**config.mk**
```make
export PLATFORM = sky130hd
export DESIGN_NAME = mem_access_unit_flat
export DESIGN_NICKNAME = d
export VERILOG_FILES = /design/src/rtl/mem_access_pkg.sv /design/src/rtl/mem_access_unit_if.sv /design/src/rtl/mem_lane_format.sv /design/src/rtl/mem_access_unit.sv /design/src/flat_wrapper.sv
export SDC_FILE = /design/constraint.sdc
export NUM_CORES = 1
export LEC_CHECK = 0
export BUFFER_PORTS_ARGS = -buffer_cell sky130_fd_sc_hd__clkbuf_2
export CORE_MARGIN = 2
export CORE_UTILIZATION = 30
export DETAILED_ROUTE_END_ITERATION = 6
export PLACE_DENSITY = 0.55
export SLEW_MARGIN = 20
export SYNTH_ARGS = -nofsm -noshare
export SYNTH_HDL_FRONTEND = slang
export SYNTH_SLANG_ARGS = --single-unit
export TNS_END_PERCENT = 1
```
**constraint.sdc**
```tcl
create_clock -name clk -period 4.4 [get_ports clk]
set_input_delay 0.88 -clock clk [delete_from_list [all_inputs] [get_ports clk]]
set_output_delay 0.88 -clock clk [all_outputs]
set_load 0.02 [all_outputs]
```
**src/rtl/mem_access_pkg.sv**
```systemverilog
// Shared definitions for the MEM-stage access unit: FSM states,
// byte-enable patterns and timeout defaults.
package mem_access_pkg;

    typedef enum logic [1:0] {
        IDLE = 2'd0,
        BUS  = 2'd1,
        DONE = 2'd2
    } state_t;

    localparam logic [3:0] BE_NONE    = 4'b0000;
    localparam logic [3:0] BE_BYTE0   = 4'b0001;
    localparam logic [3:0] BE_HALF_LO = 4'b0011;
    localparam logic [3:0] BE_HALF_HI = 4'b1100;
    localparam logic [3:0] BE_WORD    = 4'b1111;

    localparam int unsigned TIMEOUT_CYCLES_DEF = 255;
    localparam int unsigned TIMEOUT_W_DEF      = 8;

endpackage

```
**src/rtl/mem_access_unit_if.sv**
```systemverilog
// Single-outstanding word bus between the MEM-stage unit and memory.
interface mem_access_unit_if;

    logic        bus_req;
    logic        bus_we;
    logic [31:0] bus_addr;
    logic [3:0]  bus_be;
    logic [31:0] bus_wdata;
    logic        bus_ack;
    logic [31:0] bus_rdata;

    modport master (
        output bus_req, bus_we, bus_addr, bus_be, bus_wdata,
        input  bus_ack, bus_rdata
    );

    modport slave (
        input  bus_req, bus_we, bus_addr, bus_be, bus_wdata,
        output bus_ack, bus_rdata
    );

endinterface

```
**src/rtl/mem_lane_format.sv**
```systemverilog
// Little-endian lane handling: byte enables, store-data replication and
// load-data extraction with sign/zero extension. Purely combinational.
module mem_lane_format
    import mem_access_pkg::*;
(
    input  logic [1:0]  lane,
    input  logic        size_byte,
    input  logic        size_half,
    input  logic        sign_ext,
    input  logic [31:0] store_data,
    input  logic [31:0] load_word,
    output logic [3:0]  be,
    output logic [31:0] store_word,
    output logic [31:0] load_data,
    output logic        misaligned
);

    logic [7:0]  byte_sel;
    logic [15:0] half_sel;

    // Pick the addressed byte and halfword out of the loaded word.
    always_comb begin
        byte_sel = load_word[7:0];
        case (lane)
            2'd0:    byte_sel = load_word[7:0];
            2'd1:    byte_sel = load_word[15:8];
            2'd2:    byte_sel = load_word[23:16];
            default: byte_sel = load_word[31:24];
        endcase
        half_sel = lane[1] ? load_word[31:16] : load_word[15:0];
    end

    // Size-dependent enables, replication, extension and alignment check.
    always_comb begin
        be         = BE_WORD;
        store_word = store_data;
        load_data  = load_word;
        misaligned = 1'b0;
        if (size_byte) begin
            be         = BE_BYTE0 << lane;
            store_word = {4{store_data[7:0]}};
            load_data  = sign_ext ? {{24{byte_sel[7]}}, byte_sel} : {24'b0, byte_sel};
        end else if (size_half) begin
            be         = lane[1] ? BE_HALF_HI : BE_HALF_LO;
            store_word = {2{store_data[15:0]}};
            load_data  = sign_ext ? {{16{half_sel[15]}}, half_sel} : {16'b0, half_sel};
            misaligned = lane[0];
        end else begin
            misaligned = (lane != 2'd0);
        end
    end

endmodule

```
**src/rtl/mem_access_unit.sv**
```systemverilog
// MEM-stage load/store responder: one outstanding word-bus transaction,
// load formatting, LL/SC reservation and pipeline stall generation.
module mem_access_unit
    import mem_access_pkg::*;
#(
    parameter int unsigned TIMEOUT_CYCLES = TIMEOUT_CYCLES_DEF,
    parameter int unsigned TIMEOUT_W      = TIMEOUT_W_DEF
) (
    input  logic                 clk,
    input  logic                 rst_n,
    input  logic                 req_valid,
    input  logic                 mem_read,
    input  logic                 mem_we,
    input  logic                 mem_byte,
    input  logic                 mem_halfword,
    input  logic                 mem_signextend,
    input  logic                 mem_ll,
    input  logic                 mem_sc,
    input  logic [31:0]          addr,
    input  logic [31:0]          wdata,
    output logic                 stall_mem,
    output logic                 resp_valid,
    output logic [31:0]          rdata,
    output logic                 addr_err,
    output logic                 bus_err,
    mem_access_unit_if.master    bus,
    input  logic                 snoop_inval,
    input  logic [31:0]          snoop_addr
);

    localparam logic [TIMEOUT_W-1:0] TMO_LAST = TIMEOUT_W'(TIMEOUT_CYCLES - 1);

    state_t                state, state_d;
    logic [TIMEOUT_W-1:0]  tmo_cnt;

    logic [31:0] bus_addr_q, bus_wdata_q, rdata_q;
    logic [3:0]  bus_be_q;
    logic        we_q, byte_q, half_q, sext_q, ll_q, sc_q;
    logic [1:0]  lane_q;

    logic        link_valid, link_valid_d;
    logic [29:0] link_addr, link_addr_d;

    logic        access, sc_hit, accept, sc_reject, bus_done, timeout;

    logic [1:0]  fmt_lane;
    logic        fmt_byte, fmt_half, fmt_sext;
    logic [3:0]  fmt_be;
    logic [31:0] fmt_wdata, fmt_load;
    logic        fmt_misaligned;

    logic        unused_snoop_lo;
    assign unused_snoop_lo = ^snoop_addr[1:0];

    assign access = rst_n & req_valid & (mem_read | mem_we);
    assign sc_hit = link_valid && (link_addr == addr[31:2]);

    // One formatter serves both paths: request fields while idle, the
    // latched request while the transaction is in flight.
    assign fmt_lane = (state == IDLE) ? addr[1:0]      : lane_q;
    assign fmt_byte = (state == IDLE) ? mem_byte       : byte_q;
    assign fmt_half = (state == IDLE) ? mem_halfword   : half_q;
    assign fmt_sext = (state == IDLE) ? mem_signextend : sext_q;

    mem_lane_format u_fmt (
        .lane       (fmt_lane),
        .size_byte  (fmt_byte),
        .size_half  (fmt_half),
        .sign_ext   (fmt_sext),
        .store_data (wdata),
        .load_word  (bus.bus_rdata),
        .be         (fmt_be),
        .store_word (fmt_wdata),
        .load_data  (fmt_load),
        .misaligned (fmt_misaligned)
    );

    // State register.
    always_ff @(posedge clk) begin
        if (!rst_n) state <= IDLE;
        else        state <= state_d;
    end

    // Next-state and per-cycle control/handshake outputs.
    always_comb begin
        state_d    = state;
        stall_mem  = 1'b0;
        resp_valid = 1'b0;
        addr_err   = 1'b0;
        bus_err    = 1'b0;
        accept     = 1'b0;
        sc_reject  = 1'b0;
        bus_done   = 1'b0;
        timeout    = 1'b0;
        case (state)
            IDLE: begin
                if (access) begin
                    if (fmt_misaligned) begin
                        addr_err = 1'b1;
                    end else if (mem_sc && !sc_hit) begin
                        resp_valid = 1'b1;
                        sc_reject  = 1'b1;
                    end else begin
                        stall_mem = 1'b1;
                        accept    = 1'b1;
                        state_d   = BUS;
                    end
                end
            end
            BUS: begin
                stall_mem = 1'b1;
                if (bus.bus_ack) begin
                    bus_done = 1'b1;
                    state_d  = DONE;
                end else if (tmo_cnt == TMO_LAST) begin
                    bus_err = 1'b1;
                    timeout = 1'b1;
                    state_d = DONE;
                end
            end
            DONE: begin
                resp_valid = 1'b1;
                state_d    = IDLE;
            end
            default: state_d = IDLE;
        endcase
    end

    // Reservation update; the snoop is applied last so it overrides an
    // LL completing to the same word in the same cycle.
    always_comb begin
        link_valid_d = link_valid;
        link_addr_d  = link_addr;
        if (sc_reject) link_valid_d = 1'b0;
        if (bus_done) begin
            if (ll_q) begin
                link_valid_d = 1'b1;
                link_addr_d  = bus_addr_q[31:2];
            end
            if (we_q && (bus_addr_q[31:2] == link_addr)) link_valid_d = 1'b0;
            if (sc_q) link_valid_d = 1'b0;
        end
        if (snoop_inval && (snoop_addr[31:2] == link_addr_d)) link_valid_d = 1'b0;
    end

    // Latched request, bus fields, timeout counter, response data and link.
    always_ff @(posedge clk) begin
        if (!rst_n) begin
            bus_addr_q  <= '0;
            bus_wdata_q <= '0;
            bus_be_q    <= BE_NONE;
            we_q        <= 1'b0;
            byte_q      <= 1'b0;
            half_q      <= 1'b0;
            sext_q      <= 1'b0;
            ll_q        <= 1'b0;
            sc_q        <= 1'b0;
            lane_q      <= '0;
            tmo_cnt     <= '0;
            rdata_q     <= '0;
            link_valid  <= 1'b0;
            link_addr   <= '0;
        end else begin
            if (accept) begin
                bus_addr_q  <= {addr[31:2], 2'b00};
                bus_wdata_q <= fmt_wdata;
                bus_be_q    <= fmt_be;
                we_q        <= mem_we;
                byte_q      <= mem_byte;
                half_q      <= mem_halfword;
                sext_q      <= mem_signextend;
                ll_q        <= mem_ll;
                sc_q        <= mem_sc;
                lane_q      <= addr[1:0];
                tmo_cnt     <= '0;
            end else if (state == BUS && !bus.bus_ack) begin
                tmo_cnt <= tmo_cnt + 1'b1;
            end
            if (bus_done)     rdata_q <= sc_q ? 32'd1 : (we_q ? '0 : fmt_load);
            else if (timeout) rdata_q <= '0;
            link_valid <= link_valid_d;
            link_addr  <= link_addr_d;
        end
    end

    assign rdata         = sc_reject ? '0 : rdata_q;
    assign bus.bus_req   = (state == BUS);
    assign bus.bus_we    = we_q;
    assign bus.bus_addr  = bus_addr_q;
    assign bus.bus_be    = bus_be_q;
    assign bus.bus_wdata = bus_wdata_q;

endmodule

```
**src/flat_wrapper.sv**
```systemverilog
// flat-port wrapper written by rule: the top's interface ports become plain ports
module mem_access_unit_flat import mem_access_pkg::*;
#(
    parameter int unsigned TIMEOUT_CYCLES = TIMEOUT_CYCLES_DEF,
    parameter int unsigned TIMEOUT_W      = TIMEOUT_W_DEF
)
  (clk, rst_n, req_valid, mem_read, mem_we, mem_byte, mem_halfword, mem_signextend, mem_ll, mem_sc, addr, wdata, stall_mem, resp_valid, rdata, addr_err, bus_err, snoop_inval, snoop_addr, bus_bus_req, bus_bus_we, bus_bus_addr, bus_bus_be, bus_bus_wdata, bus_bus_ack, bus_bus_rdata);
  mem_access_unit_if bus_i ();
  input  logic clk;
  input  logic rst_n;
  input  logic req_valid;
  input  logic mem_read;
  input  logic mem_we;
  input  logic mem_byte;
  input  logic mem_halfword;
  input  logic mem_signextend;
  input  logic mem_ll;
  input  logic mem_sc;
  input  logic [31:0] addr;
  input  logic [31:0] wdata;
  output logic stall_mem;
  output logic resp_valid;
  output logic [31:0] rdata;
  output logic addr_err;
  output logic bus_err;
  input  logic snoop_inval;
  input  logic [31:0] snoop_addr;
  output wire logic [$bits(bus_i.bus_req)-1:0] bus_bus_req;
  output wire logic [$bits(bus_i.bus_we)-1:0] bus_bus_we;
  output wire logic [$bits(bus_i.bus_addr)-1:0] bus_bus_addr;
  output wire logic [$bits(bus_i.bus_be)-1:0] bus_bus_be;
  output wire logic [$bits(bus_i.bus_wdata)-1:0] bus_bus_wdata;
  input wire logic [$bits(bus_i.bus_ack)-1:0] bus_bus_ack;
  input wire logic [$bits(bus_i.bus_rdata)-1:0] bus_bus_rdata;
  assign bus_bus_req = bus_i.bus_req;
  assign bus_bus_we = bus_i.bus_we;
  assign bus_bus_addr = bus_i.bus_addr;
  assign bus_bus_be = bus_i.bus_be;
  assign bus_bus_wdata = bus_i.bus_wdata;
  assign bus_i.bus_ack = bus_bus_ack;
  assign bus_i.bus_rdata = bus_bus_rdata;
  mem_access_unit #(.TIMEOUT_CYCLES(TIMEOUT_CYCLES), .TIMEOUT_W(TIMEOUT_W)) u_core (.clk(clk), .rst_n(rst_n), .req_valid(req_valid), .mem_read(mem_read), .mem_we(mem_we), .mem_byte(mem_byte), .mem_halfword(mem_halfword), .mem_signextend(mem_signextend), .mem_ll(mem_ll), .mem_sc(mem_sc), .addr(addr), .wdata(wdata), .stall_mem(stall_mem), .resp_valid(resp_valid), .rdata(rdata), .addr_err(addr_err), .bus_err(bus_err), .bus(bus_i), .snoop_inval(snoop_inval), .snoop_addr(snoop_addr));
endmodule
```
==> results.toml <==
[run_status]
run_status = "finished, final reports clean"

[run]
max_cap_viol_count = 0

[global_routing]
grt_pass1_wl_mm = 39.6
grt_max_degree = 71
grt_overflow = 0
antenna_found_initial = 2
grt_pass1_vias = 7004
grt_usage_pct = 18.2

[cells_and_area]
final_nets = 1294
final_area_sq_um = 10100
synthToLayoutAreaGrowth_pct = 28.0
layout-drive-gt1-share_pct = 27.3

[synthesis]
synth_top_family_by_area = "simple AND/OR/NAND/NOR gates"
ys_seq_area_share_pct = 37.3
synth-async-reset-ratio_pct = 0
synthAdderAreaFrac_pct = 0.317
yosys.area.top_type = "dfxtp_1"
ys_types = 55
synthTopCellsByArea = "dfxtp_1 (37%), mux2i_1 (14%), nand2_1 (7.0%)"
synth_edf_count = 0
synth_area_per_cell_sq_um = 8.50
synth-main-ff-cell = "dfxtp_1"
synthMuxAreaShare_pct = 15.3
yosys.area_share.simple_pct = 18.9
synth_cells = 927
synth-warning-count = 0
yosysTopAreaCellShare_pct = 37.3
synth_xor_area_share_pct = 10.7
syn_area_sq_um = 7880
synth_compound_area_share_pct = 11.3
synth_seq_cells = 147

[power]
power_density_nw_per_um2 = 334
leakagePower_uw = 0.00508
worst_ir_drop_vdd_v = 0.000187

[die]
initial_core_util_pct = 30.4
die_w_um = 166
die_h_um = 166
dieArea_sq_um = 27600
core_area_sq_um = 25900
ios = 246
num_rows = 59

[drt]
drt_pre_antenna_iters = 5
wire_per_inst_um = 17.0
ant_nets = 0
drc = 0
first_iter_violations = 436
vias = 7173
vias_per_cell = 4.79
routed_wl_mm = 25.6

[timing]
clock.fmax_mhz = 251
finalSetupViolCount = 0
min_period_ps = 3980
finalHoldViolations = 0
setup_ws_ps = 417
rsz0062_at_grt = "no"
slew_violations = 0
clock_skew_ps = 19.3
fin_crit_sh_pct = 90.5
setup_tns_ps = 0
worstMarginPinSlew_ps = 897
slew_headroom_pct = 40.2

[critical_path]
cp_slowest_cell = "o31ai_1"
endpoint_kind = "primary output"
path_cells = "or2_4 > o21ai_2 > o31ai_1 > nand2_1 > nor2_2 > buf_12 > o21a_1 > clkbuf_2"
worstSetupPathType = "reg -> out"
path_buf_inv = 2
path_max_fanout = 32
cpLargestDelayFamily = "compound AO/OA/AOI/OAI gates"
slowest_delay_ps = 610
critPathArrivalTime_ps = 3100
required_ps = 3520
start_kind = "flip-flop"

[hold_path]
hp-class = "reg -> reg"

[clock_tree]
post_cts_resized = 0
cts_hold_buf = 0
postCtsSetupRepairBufs = 0
clk_pin_slew_worst_paths_ps = 70
cts_tree = "built"
clock_latency_ps = 430
cts_sinks = 147
root_buffer = "clkbuf_16"
clockBufferDepth = 2
h-tree-depth = 4
numCtsBuffers = 17

[placed_design]
postPlaceCellArea_sq_um = 9460
post-dp-hpwl_mm = 19.4
pre_cts_slack_ps = 465
port_buffers = 241
gp_congestion = 0.908
-- placed cells by master (no fill, tap or decap), types with 20 or more instances in the layout --
| cell type | synthesis | routed |
|---|---|---|
| xnor2_1 | 55 | 55 |
| inv_1 | 70 | 70 |
| nand2_1 | 146 | 146 |
| nor2b_1 | 48 | 48 |
| xor2_1 | 41 | 41 |
| dfxtp_1 | 147 | 147 |
| a21oi_1 | 26 | 25 |
| clkbuf_2 | 0 | 240 |
| o21ai_1 | 20 | 20 |
| mux2i_1 | 109 | 108 |
| nor2_1 | 48 | 47 |
-- per-stage QoR --
stage	util (%)	cells	hold slack (ps)	total power, uW
after global routing	38.9	1499	457	3510
after detailed placement	36.5	1467	432	1880
after CTS	38.8	1497	445	3400
after floorplan	-	928	419	1680
after global placement	36.5	1467	433	1880
final	38.9	1499	442	3360
-- power breakdown --
group / total, uW / internal, uW / switching, uW / leakage [uW]
registers: 1400 / 1360 / 33.9 / 0.00119
logic: 454 / 187 / 268 / 0.00361
clock network: 1510 / 899 / 613 / 0.000281
total: 3360 / 2450 / 914 / 0.00508
-- path summary, 6_finish.rpt --
kind,startpoint,end,slack (ps),cells after the start
worst max-delay path,u_core.state[1],resp_valid,420,8
worst min-delay path,u_core.rdata_q[20],u_core.rdata_q[20],440,2
worst max register to register,u_core.state[1],u_core.bus.bus_addr[4],1240,7
worst min register to register,u_core.rdata_q[20],u_core.rdata_q[20],440,2
-- synthesized netlist by cell type (12+ instances only) --
master    count
a21boi_0     14
a21oi_1      26
and3_1       12
buf_2        18
clkbuf_1     29
dfxtp_1     147
inv_1        70
mux2i_1     109
nand2_1     146
nand4_1      18
nor2_1       48
nor2b_1      48
nor4_1       13
o21ai_1      20
xnor2_1      55
xor2_1       41
-- sequential cells by signal (all words and copies together), names as in the netlist --
signal / cells
u_core.bus.bus_wdata: 32
u_core.rdata_q: 32
u_core.bus.bus_addr: 30
u_core.link_addr: 30
u_core.tmo_cnt: 8
u_core.bus.bus_be: 4
u_core.lane_q: 2
u_core.state: 2
u_core.bus.bus_we: 1
u_core.byte_q: 1
u_core.half_q: 1
u_core.link_valid: 1
u_core.ll_q: 1
u_core.sc_q: 1
u_core.sext_q: 1
-- worst register-to-register path, stage by stage (launching register included) --
cell and delay (ps):
dfxtp_1 420, nor2_1 470, mux2i_4 320, o31ai_1 180, nand3_4 130, buf_4 450, buf_4 780, mux2i_1 350
-- area by class of cell --
type	count	area (sq um)
sequential	147	2940
fill	2673	15800
tap	335	419
clock inverter	13	175
multi-input combinational	660	4500
inverter	71	267
timing repair buffer	255	1360
antenna	1	2.50
clock buffer	17	425
-- kinds of logic (layout without fill, tap and decap cells) --
family,Yosys count,after routing
adder cells (fa/ha/maj),2,2
XOR/XNOR,96,96
multiplexers,118,118
buffers and inverters,121,356
AND/OR/NAND/NOR,315,315
flip-flops,147,147
other,1,3
AO/OA/AOI/OAI,127,127
-- per-layer routing --
metal / routed length, um / global-route usage, % / vias up
met2: 12400 / 29.6 / 176
li1: - / - / 3581
met4: 501 / 5.78 / 2
met3: 1160 / 3.74 / 32
met5: 13 / 0 / -
met1: 11400 / 24.2 / 3382
(Power assumes the default switching activity.)
